### config.mk
export PLATFORM = sky130hd
export DESIGN_NAME = stream_max_2b
export DESIGN_NICKNAME = d
export VERILOG_FILES = /design/src/rtl/stream_max_pkg.sv /design/src/rtl/greater_than_2b.sv /design/src/rtl/stream_max_2b.sv
export SDC_FILE = /design/constraint.sdc
export NUM_CORES = 1
export LEC_CHECK = 0
export CAP_MARGIN = 10
export CELL_PAD_IN_SITES_DETAIL_PLACEMENT = 0
export CELL_PAD_IN_SITES_GLOBAL_PLACEMENT = 1
export CORE_UTILIZATION = 39
export DETAILED_ROUTE_END_ITERATION = 8
export GPL_TIMING_DRIVEN = 0
export PLACE_DENSITY_LB_ADDON = 0.1
export SYNTH_ARGS = -nofsm -noshare
export SYNTH_HDL_FRONTEND = slang
export SYNTH_SLANG_ARGS = --single-unit
### constraint.sdc
create_clock -name clk -period 1.85 [get_ports clk]
set_clock_uncertainty 0.2 [all_clocks]
set_input_delay 0.37 -clock clk [delete_from_list [all_inputs] [get_ports clk]]
set_output_delay 0.37 -clock clk [all_outputs]
set_load 0.05 [all_outputs]
### src/rtl/stream_max_pkg.sv
// -----------------------------------------------------------------------------
// stream_max_pkg
//   Shared definitions for the stream_max_2b frame-maximum block.
//   - N_DEFAULT  : data width. The downstream comparator is 2 bits wide, so
//                  2 is the only supported value.
//   - IW_DEFAULT : beat-index width. The largest frame position is 2**IW-1.
//   - state_t    : control state. ACCUM means a frame is open or nothing is
//                  held. HOLD means a finished result is waiting for the
//                  consumer.
// -----------------------------------------------------------------------------
package stream_max_pkg;

  localparam int N_DEFAULT  = 2;
  localparam int IW_DEFAULT = 4;

  typedef enum logic {
    ACCUM = 1'b0,
    HOLD  = 1'b1
  } state_t;

endpackage : stream_max_pkg

### src/rtl/greater_than_2b.sv
// -----------------------------------------------------------------------------
// greater_than_2b
//   Unsigned 2-bit magnitude comparator, built from plain gates.
//   Ports:
//     a  [1:0] in  : candidate value
//     b  [1:0] in  : reference value
//     gt       out : 1 when a > b (unsigned)
// -----------------------------------------------------------------------------
module greater_than_2b (
  input  logic [1:0] a,
  input  logic [1:0] b,
  output logic       gt
);

  logic w_msb_gt;
  logic w_msb_eq;
  logic w_lsb_gt;

  // The MSB decides unless the two MSBs are equal. In that case the LSB decides.
  assign w_msb_gt = a[1] & ~b[1];
  assign w_msb_eq = ~(a[1] ^ b[1]);
  assign w_lsb_gt = a[0] & ~b[0];
  assign gt       = w_msb_gt | (w_msb_eq & w_lsb_gt);

endmodule : greater_than_2b

### src/rtl/stream_max_2b.sv
// -----------------------------------------------------------------------------
// stream_max_2b
//   Finds the largest value in each frame of a valid/ready beat stream. For
//   each frame it reports that value, the position of its first occurrence
//   and whether the frame overran the position counter.
//
//   Parameters:
//     N   data width. Only 2 is supported, because the comparator is fixed.
//     IW  beat-index width. Positions wrap modulo 2**IW.
//   Ports:
//     clk        in      rising-edge clock
//     rst_n      in      asynchronous active-low reset
//     in_valid   in      input beat present
//     in_data    in  N   input beat value
//     in_last    in      final beat of the frame
//     in_ready   out     beat accepted this cycle (= !out_valid || out_ready)
//     out_valid  out     frame result present
//     out_max    out N   largest value in the frame
//     out_idx    out IW  position of the first occurrence of out_max
//     out_ovf    out     frame was longer than 2**IW beats
//     out_ready  in      consumer accepts the result
// -----------------------------------------------------------------------------
module stream_max_2b
  import stream_max_pkg::*;
#(
  parameter int N  = N_DEFAULT,
  parameter int IW = IW_DEFAULT
) (
  input  logic          clk,
  input  logic          rst_n,
  input  logic          in_valid,
  input  logic [N-1:0]  in_data,
  input  logic          in_last,
  output logic          in_ready,
  output logic          out_valid,
  output logic [N-1:0]  out_max,
  output logic [IW-1:0] out_idx,
  output logic          out_ovf,
  input  logic          out_ready
);

  // Control state
  state_t        r_state;
  state_t        w_state_nxt;

  // Running frame state
  logic          r_open;      // a frame has started and has not yet seen in_last
  logic [N-1:0]  r_max;
  logic [IW-1:0] r_idx;
  logic [IW-1:0] r_pos;       // position of the next beat
  logic          r_ovf;

  // Held result
  logic [N-1:0]  r_out_max;
  logic [IW-1:0] r_out_idx;
  logic          r_out_ovf;

  // Combinational helpers
  logic          w_xfer_in;
  logic          w_xfer_out;
  logic          w_gt;
  logic          w_pos_carry;
  logic [IW-1:0] w_pos_inc;
  logic [N-1:0]  w_beat_max;  // max including the current beat
  logic [IW-1:0] w_beat_idx;  // index including the current beat
  logic          w_beat_ovf;  // ovf as seen by the current beat
  logic          w_ovf_nxt;   // ovf carried to the next beat
  logic [IW-1:0] w_pos_nxt;

  // Handshake
  assign out_valid  = (r_state == HOLD);
  assign in_ready   = !out_valid || out_ready;
  assign w_xfer_in  = in_valid && in_ready;
  assign w_xfer_out = out_valid && out_ready;

  assign out_max = r_out_max;
  assign out_idx = r_out_idx;
  assign out_ovf = r_out_ovf;

  // The carry out of the increment flags the wrap from 2**IW-1 to 0. This
  // avoids needing a second comparator.
  assign {w_pos_carry, w_pos_inc} = {1'b0, r_pos} + {{IW{1'b0}}, 1'b1};

  greater_than_2b u_gt (
    .a  (in_data),
    .b  (r_max),
    .gt (w_gt)
  );

  // Per-beat update. A beat that arrives with no frame open starts a new frame.
  // The ovf flag reported with a beat is the one raised by earlier wraps.
  // A frame of exactly 2**IW beats wraps only on its own last beat, so it does
  // not report an overflow.
  always_comb begin
    // NOTE: every always_comb output gets a default first, so that no path
    // leaves a variable unassigned and infers a latch.
    w_beat_max = in_data;
    w_beat_idx = '0;
    w_beat_ovf = 1'b0;
    w_ovf_nxt  = 1'b0;
    w_pos_nxt  = IW'(1);
    if (r_open) begin
      // Only a strictly greater value replaces the max, so ties keep the earlier index.
      w_beat_max = w_gt ? in_data : r_max;
      w_beat_idx = w_gt ? r_pos   : r_idx;
      w_beat_ovf = r_ovf;
      w_ovf_nxt  = r_ovf | w_pos_carry;
      w_pos_nxt  = w_pos_inc;
    end
  end

  // Next-state logic. In HOLD an accepted beat implies out_ready, so the held
  // result is always released in the same cycle. A last beat then reloads it.
  always_comb begin
    w_state_nxt = r_state;
    case (r_state)
      ACCUM: begin
        if (w_xfer_in && in_last) begin
          w_state_nxt = HOLD;
        end
      end
      HOLD: begin
        if (w_xfer_out && !(w_xfer_in && in_last)) begin
          w_state_nxt = ACCUM;
        end
      end
      default: w_state_nxt = ACCUM;
    endcase
  end

  // NOTE: sequential state uses non-blocking assignments only. Every register
  // then samples pre-edge values, whatever order the blocks run in.
  always_ff @(posedge clk or negedge rst_n) begin
    if (!rst_n) begin
      r_state <= ACCUM;
    end else begin
      r_state <= w_state_nxt;
    end
  end

  always_ff @(posedge clk or negedge rst_n) begin
    if (!rst_n) begin
      r_open    <= 1'b0;
      r_max     <= '0;
      r_idx     <= '0;
      r_pos     <= '0;
      r_ovf     <= 1'b0;
      r_out_max <= '0;
      r_out_idx <= '0;
      r_out_ovf <= 1'b0;
    end else if (w_xfer_in) begin
      if (in_last) begin
        // Close the frame. The running registers go stale, but r_open = 0
        // makes the next beat reload them.
        r_open    <= 1'b0;
        r_out_max <= w_beat_max;
        r_out_idx <= w_beat_idx;
        r_out_ovf <= w_beat_ovf;
      end else begin
        r_open <= 1'b1;
        r_max  <= w_beat_max;
        r_idx  <= w_beat_idx;
        r_ovf  <= w_ovf_nxt;
        r_pos  <= w_pos_nxt;
      end
    end
  end

endmodule : stream_max_2b

### Word-level counts from Yosys, hierarchy flattened

Cells that the tools add are included.

* add/subtract/negate cells: 1
* multiplexer cells: 11
* bitwise operators: 11
* reduce and logical (&&, ||, !) cells: 9

Operators with widths (number)
* $mux W4: 3
* $add A4 B1 Y5 const B: 1
* $mux W1: 5
* $not A1 Y1: 5
* $logic_and A1 B1 Y1: 4
* $mux W2: 2
* $reduce_and A2 Y1: 2
* $and A1 B1 Y1: 3
* $logic_not A1 Y1: 2
* $or A1 B1 Y1: 2
* $pmux W1 S2: 1
* $logic_or A1 B1 Y1: 1
* $xor A1 B1 Y1: 1

* register bits: 20
* word-level logic and storage cells: 41

### Longest topological paths before layout

* depth in word-level cells: 8
* depth in mapped cells: 7
* mapped depth without buffers: 6

### Cells and area by module

From an unflattened synthesis, not the netlist that was laid out.

* cells, all modules: 99
* area total of the unflattened synthesis: 1028.5 um^2

By module, submodules not included
* stream_max_2b: instances 1, cells each 95, area each 1001.0 um^2, sequential area each 500.5 um^2
* greater_than_2b: instances 1, cells each 4, area each 27.5 um^2, sequential area each 0.0 um^2

### Least setup slack after synthesis

OpenSTA, ideal clock, no wires.

* path type: reg-to-reg
* from: reg r_state, in the netlist out_valid
* to: reg r_max[0]
* library setup time: 0.125 ns
* data arrival time: 1.626 ns
* path slack: -0.101 ns
* cell stages (with the launch flop): 7
* clock period less this slack: 1.951 ns
* path through: dfrtp_1 > nand2b_1 > buf_4 > nand3b_2 > buf_4 > a21oi_2 > mux2_2

* word-level cells in the longest chain between the ends: 4

Ends and longest elaborated chain
* start, declared: line stream_max_2b.sv:43 `state_t r_state;`
* start signal, assigned: line stream_max_2b.sv:137 `r_state <= w_state_nxt;`
* $logic_not A1 Y1: line stream_max_2b.sv:72 `assign in_ready = !out_valid || out_ready;`
* $logic_or A1 B1 Y1: line stream_max_2b.sv:72
* named net in_ready: line stream_max_2b.sv:34 `output logic in_ready,`
* $logic_and A1 B1 Y1: line stream_max_2b.sv:73 `assign w_xfer_in = in_valid && in_ready;`
* $reduce_and A2 Y1 (no source line)
* end signal, assigned: line stream_max_2b.sv:161 `r_max <= w_beat_max;`
* end, declared: line stream_max_2b.sv:48 `logic [N-1:0] r_max;`

The timed path passes the listed nets, and every way through them passes these cells.
A chain may end at the register's enable or synchronous reset.

### Worst setup path after layout

* from: in out_ready
* to: reg r_max[1]

* word-level cells in the longest chain between the ends: 3

Ends and longest elaborated chain
* start, declared: line stream_max_2b.sv:39 `input logic out_ready`
* $logic_or A1 B1 Y1: line stream_max_2b.sv:72
* $logic_and A1 B1 Y1: line stream_max_2b.sv:73
* $reduce_and A2 Y1 (no source line)

No other way between the ends.

==> results by group <==
Outcome
  • Status: finished clean

Detailed routing
  • Post-route ant nets: 0
  • Drt first pass iters: 2
  • DRC viols: 0
  • Vias/cell: roughly 5.3
  • WL per Instance: between 10 and 15 um
  • Initial DRC Count: 5
  • Via Count: just under 800
  • Final WL: around 1900 um

Final layout
  • Footprint of the multi-input gates: 470.5 sq um
  • Register area: between 500 and 600 sq um
  • Ant diodes: 0
  • NumNets Final: 130
  • Layout cells sized above 1: between 15 and 20%
  • Design area: 1234 sq um
  • Filler Cell Count: roughly 230
  • Synth-to-Final Area Change: 25.13%

Setup path
  • Setup crit start: out_ready
  • Critical Path AT: between 1.5 and 2 ns
  • Worst setup path endpoint: r_max[1]$_DFFE_PN0P_
  • Setup Crit Path Kind: in2reg
  • FF-to-FF path depth: 7
  • CP startpoint kind: input port
  • Critical path endpoint category: flop
  • FF-to-FF End: out_idx[1]$_DFFE_PN0P_
  • Worst Path Max Fanout: 10
  • Reg2reg start: r_max[1]$_DFFE_PN0P_
  • CP required: between 1.5 and 2 ns
  • Worst R2R Setup Slack: 0.12 ns

Logic synthesis
  • Number of synthesized flops with an enable pin: 0
  • Share of synthesized registers carrying an async set or reset: 100.0%
  • Synth Instances: 100
  • Post-synth top area cell: dfrtp_1
  • Sequential cell area fraction in the yosys report: 50.76%
  • Synth Cell Area: 985.9 sq um
  • YS warnings: 0
  • #FFs+latches synth: 20
  • Post-Syn Nets: around 110
  • Synth top area share: between 50% and 60%
  • Area contributors post-synth: dfrtp_1, nand2_1, mux2i_1, nand3_1, o211ai_1
  • Syn_area_per_cell: just under 10 sq um
  • Ys flop type: dfrtp_1
  • Distinct cells, synth: 25

Timing
  • Period utilization: between 90% and 100%
  • Slew Viols, Final: 0
  • Max Fclk: 557.1 MHz
  • Sum Neg Setup Slack: 0 ns
  • Final hold slack: about 0.27 ns
  • Fin. Hold Viols: 0
  • Final worst slack: around 0.055 ns
  • Worst-Margin Slew: 0.8819 ns
  • Final setup vio count: 0
  • Max transition margin: between 40% and 50%
  • Final min period: between 1.5 and 2 ns

Global route
  • Met2 usage: between 20% and 30%
  • Met3 Resource Use GR: between 2 and 3%
  • Overall global routing resource usage: 17.10%
  • Most Crowded Layer GR: met2
  • Global-route wire length before repair: between 3000 and 4000 um
  • Largest net degree at the start of global routing: 21
  • Total grt overflow: 0
  • Initial antenna violation count: 0
  • Met1 Usage GRT: between 20% and 30%
  • Vias in the first global route: around 750

CTS
  • Hold-fix buffers, CTS: 0
  • CTS tree: yes
  • Clk slew on worst S/H paths: around 0.11 ns
  • Clock Latency Late Sink: between 0.2 and 0.3 ns
  • CTS sink count: 20
  • Root buf cell: clkbuf_4
  • Buffer levels on the longest clock path: 2
  • Total CTS buffers: 3
  • H-tree Lvls: 1

Floorplanning
  • Area of the core: 2297 sq um
  • Cell row count: 17
  • Die width: around 52 um
  • I/O pins: 16
  • Die area: around 2700 sq um
  • Die H: 52.28 um
  • Starting density of the core: a little over two fifths

Place
  • RePlAce Congestion: roughly 0.73
  • Worst slack, placed: -0.5582 ns
  • # port buffers: 15
  • Dpl hpwl: about 1400 um
  • Placed cell areas: roughly 1200 sq um

Power and ir drop
  • LEAKAGE: approximately 0.6 nW
  • PwrDens: between 1000 and 1500 nW/um^2
  • Total power: 0.001704 W
  • Peak supply drop: between 0.7 and 0.8 mV

Hold path
  • Hold Crit Class: reg2reg

Run
  • Number of max-cap violations: 0
==> worst min-delay path by stage <==
stage                                       from                endpoint  slack, ns  cells after the start
after floorplan                            rst_n  out_idx[0]$_DFFE_PN0P_      -0.13                      0
after global placement       out_ovf$_DFFE_PN0P_     out_ovf$_DFFE_PN0P_       0.25                      2
after detailed placement     out_ovf$_DFFE_PN0P_     out_ovf$_DFFE_PN0P_       0.26                      2
after CTS                    out_ovf$_DFFE_PN0P_     out_ovf$_DFFE_PN0P_       0.28                      2
after global routing      out_idx[2]$_DFFE_PN0P_  out_idx[2]$_DFFE_PN0P_       0.33                      2
final                        out_ovf$_DFFE_PN0P_     out_ovf$_DFFE_PN0P_       0.27                      2
==> layout make-up <==
class                   count  share of cell area (%)
plain buffers               5                   3.144
clock buffers               4                   2.941
well taps                  28                   2.840
repair buffers             16                   11.97
inverters                   1                  0.3043
multi-input cells          74                   38.13
flip-flops and latches     20                   40.67
==> logic make-up after synthesis <==
logic type      share of synthesized area, %
compound gates                         9.899
fa+ha+maj                              2.538
buf+inv                                3.552
flops                                  50.76
mux                                    7.360
simple gates                           25.89
==> sequential cells by signal, summed over array words and instances, names as in the netlist <==
name / flops
r_open: 1
out_max: 2
r_max: 2
out_valid: 1
out_ovf: 1
r_ovf: 1
r_idx: 4
r_pos: 4
out_idx: 4
==> Yosys cell counts, drive strengths merged (2+ instances only) <==
cell / n
a21oi: 2
buf: 4
o21ai: 6
mux2: 2
nand2b: 3
nand2: 23
o211ai: 5
nand3: 10
nor2: 6
mux2i: 5
nand3b: 2
ha: 2
dfrtp: 20
nor2b: 2
==> worst max-delay path, stage by stage <==
cell	delay [ns]
clkdlybuf4s50_1	0.45
nand2b_1	0.11
buf_6	0.12
nand3b_2	0.09
buf_6	0.16
a21oi_2	0.13
mux2_2	0.35
==> cell usage in the layout, fill, tap and decap left out, types with 2 or more instances in the layout <==
cell type,instances
buf_4,2
buf_6,3
clkbuf_4,3
clkdlybuf4s50_1,5
dfrtp_1,19
dlygate4sd2_1,9
mux2_2,2
mux2i_1,5
nand2_1,23
nand2b_1,2
nand3_1,10
nor2_1,6
nor2b_1,2
o211ai_1,5
o21ai_0,5
==> power breakdown <==
group	internal (W)	switching, W
clock	0.000120	0.000129
sequential	0.000592	0.000118
combinational	0.000292	0.000453
==> stage by stage <==
| step | std cells | util, % |
|---|---|---|
| after floorplan | 100 | - |
| after global routing | 148 | 53.70 |
| final | 148 | 53.70 |
| after detailed placement | 143 | 51.20 |
| after CTS | 147 | 53.05 |
| after global placement | 143 | 51.20 |
==> repair_timing <==
action	in CTS	in global routing
gates resized for setup	17	4
buffers inserted	0	1
pin swaps	1	0
endpoints found under the setup margin	17	9
==> per-layer routing <==
metal	part of all wire [%]	up-vias	routed length (um)
met2	47	13	894
met5	0	-	0
li1	-	392	-
met4	0.89	0	17
met3	3.7	2	70
met1	49	381	931
No activity file was read; power rests on OpenSTA's default activity.
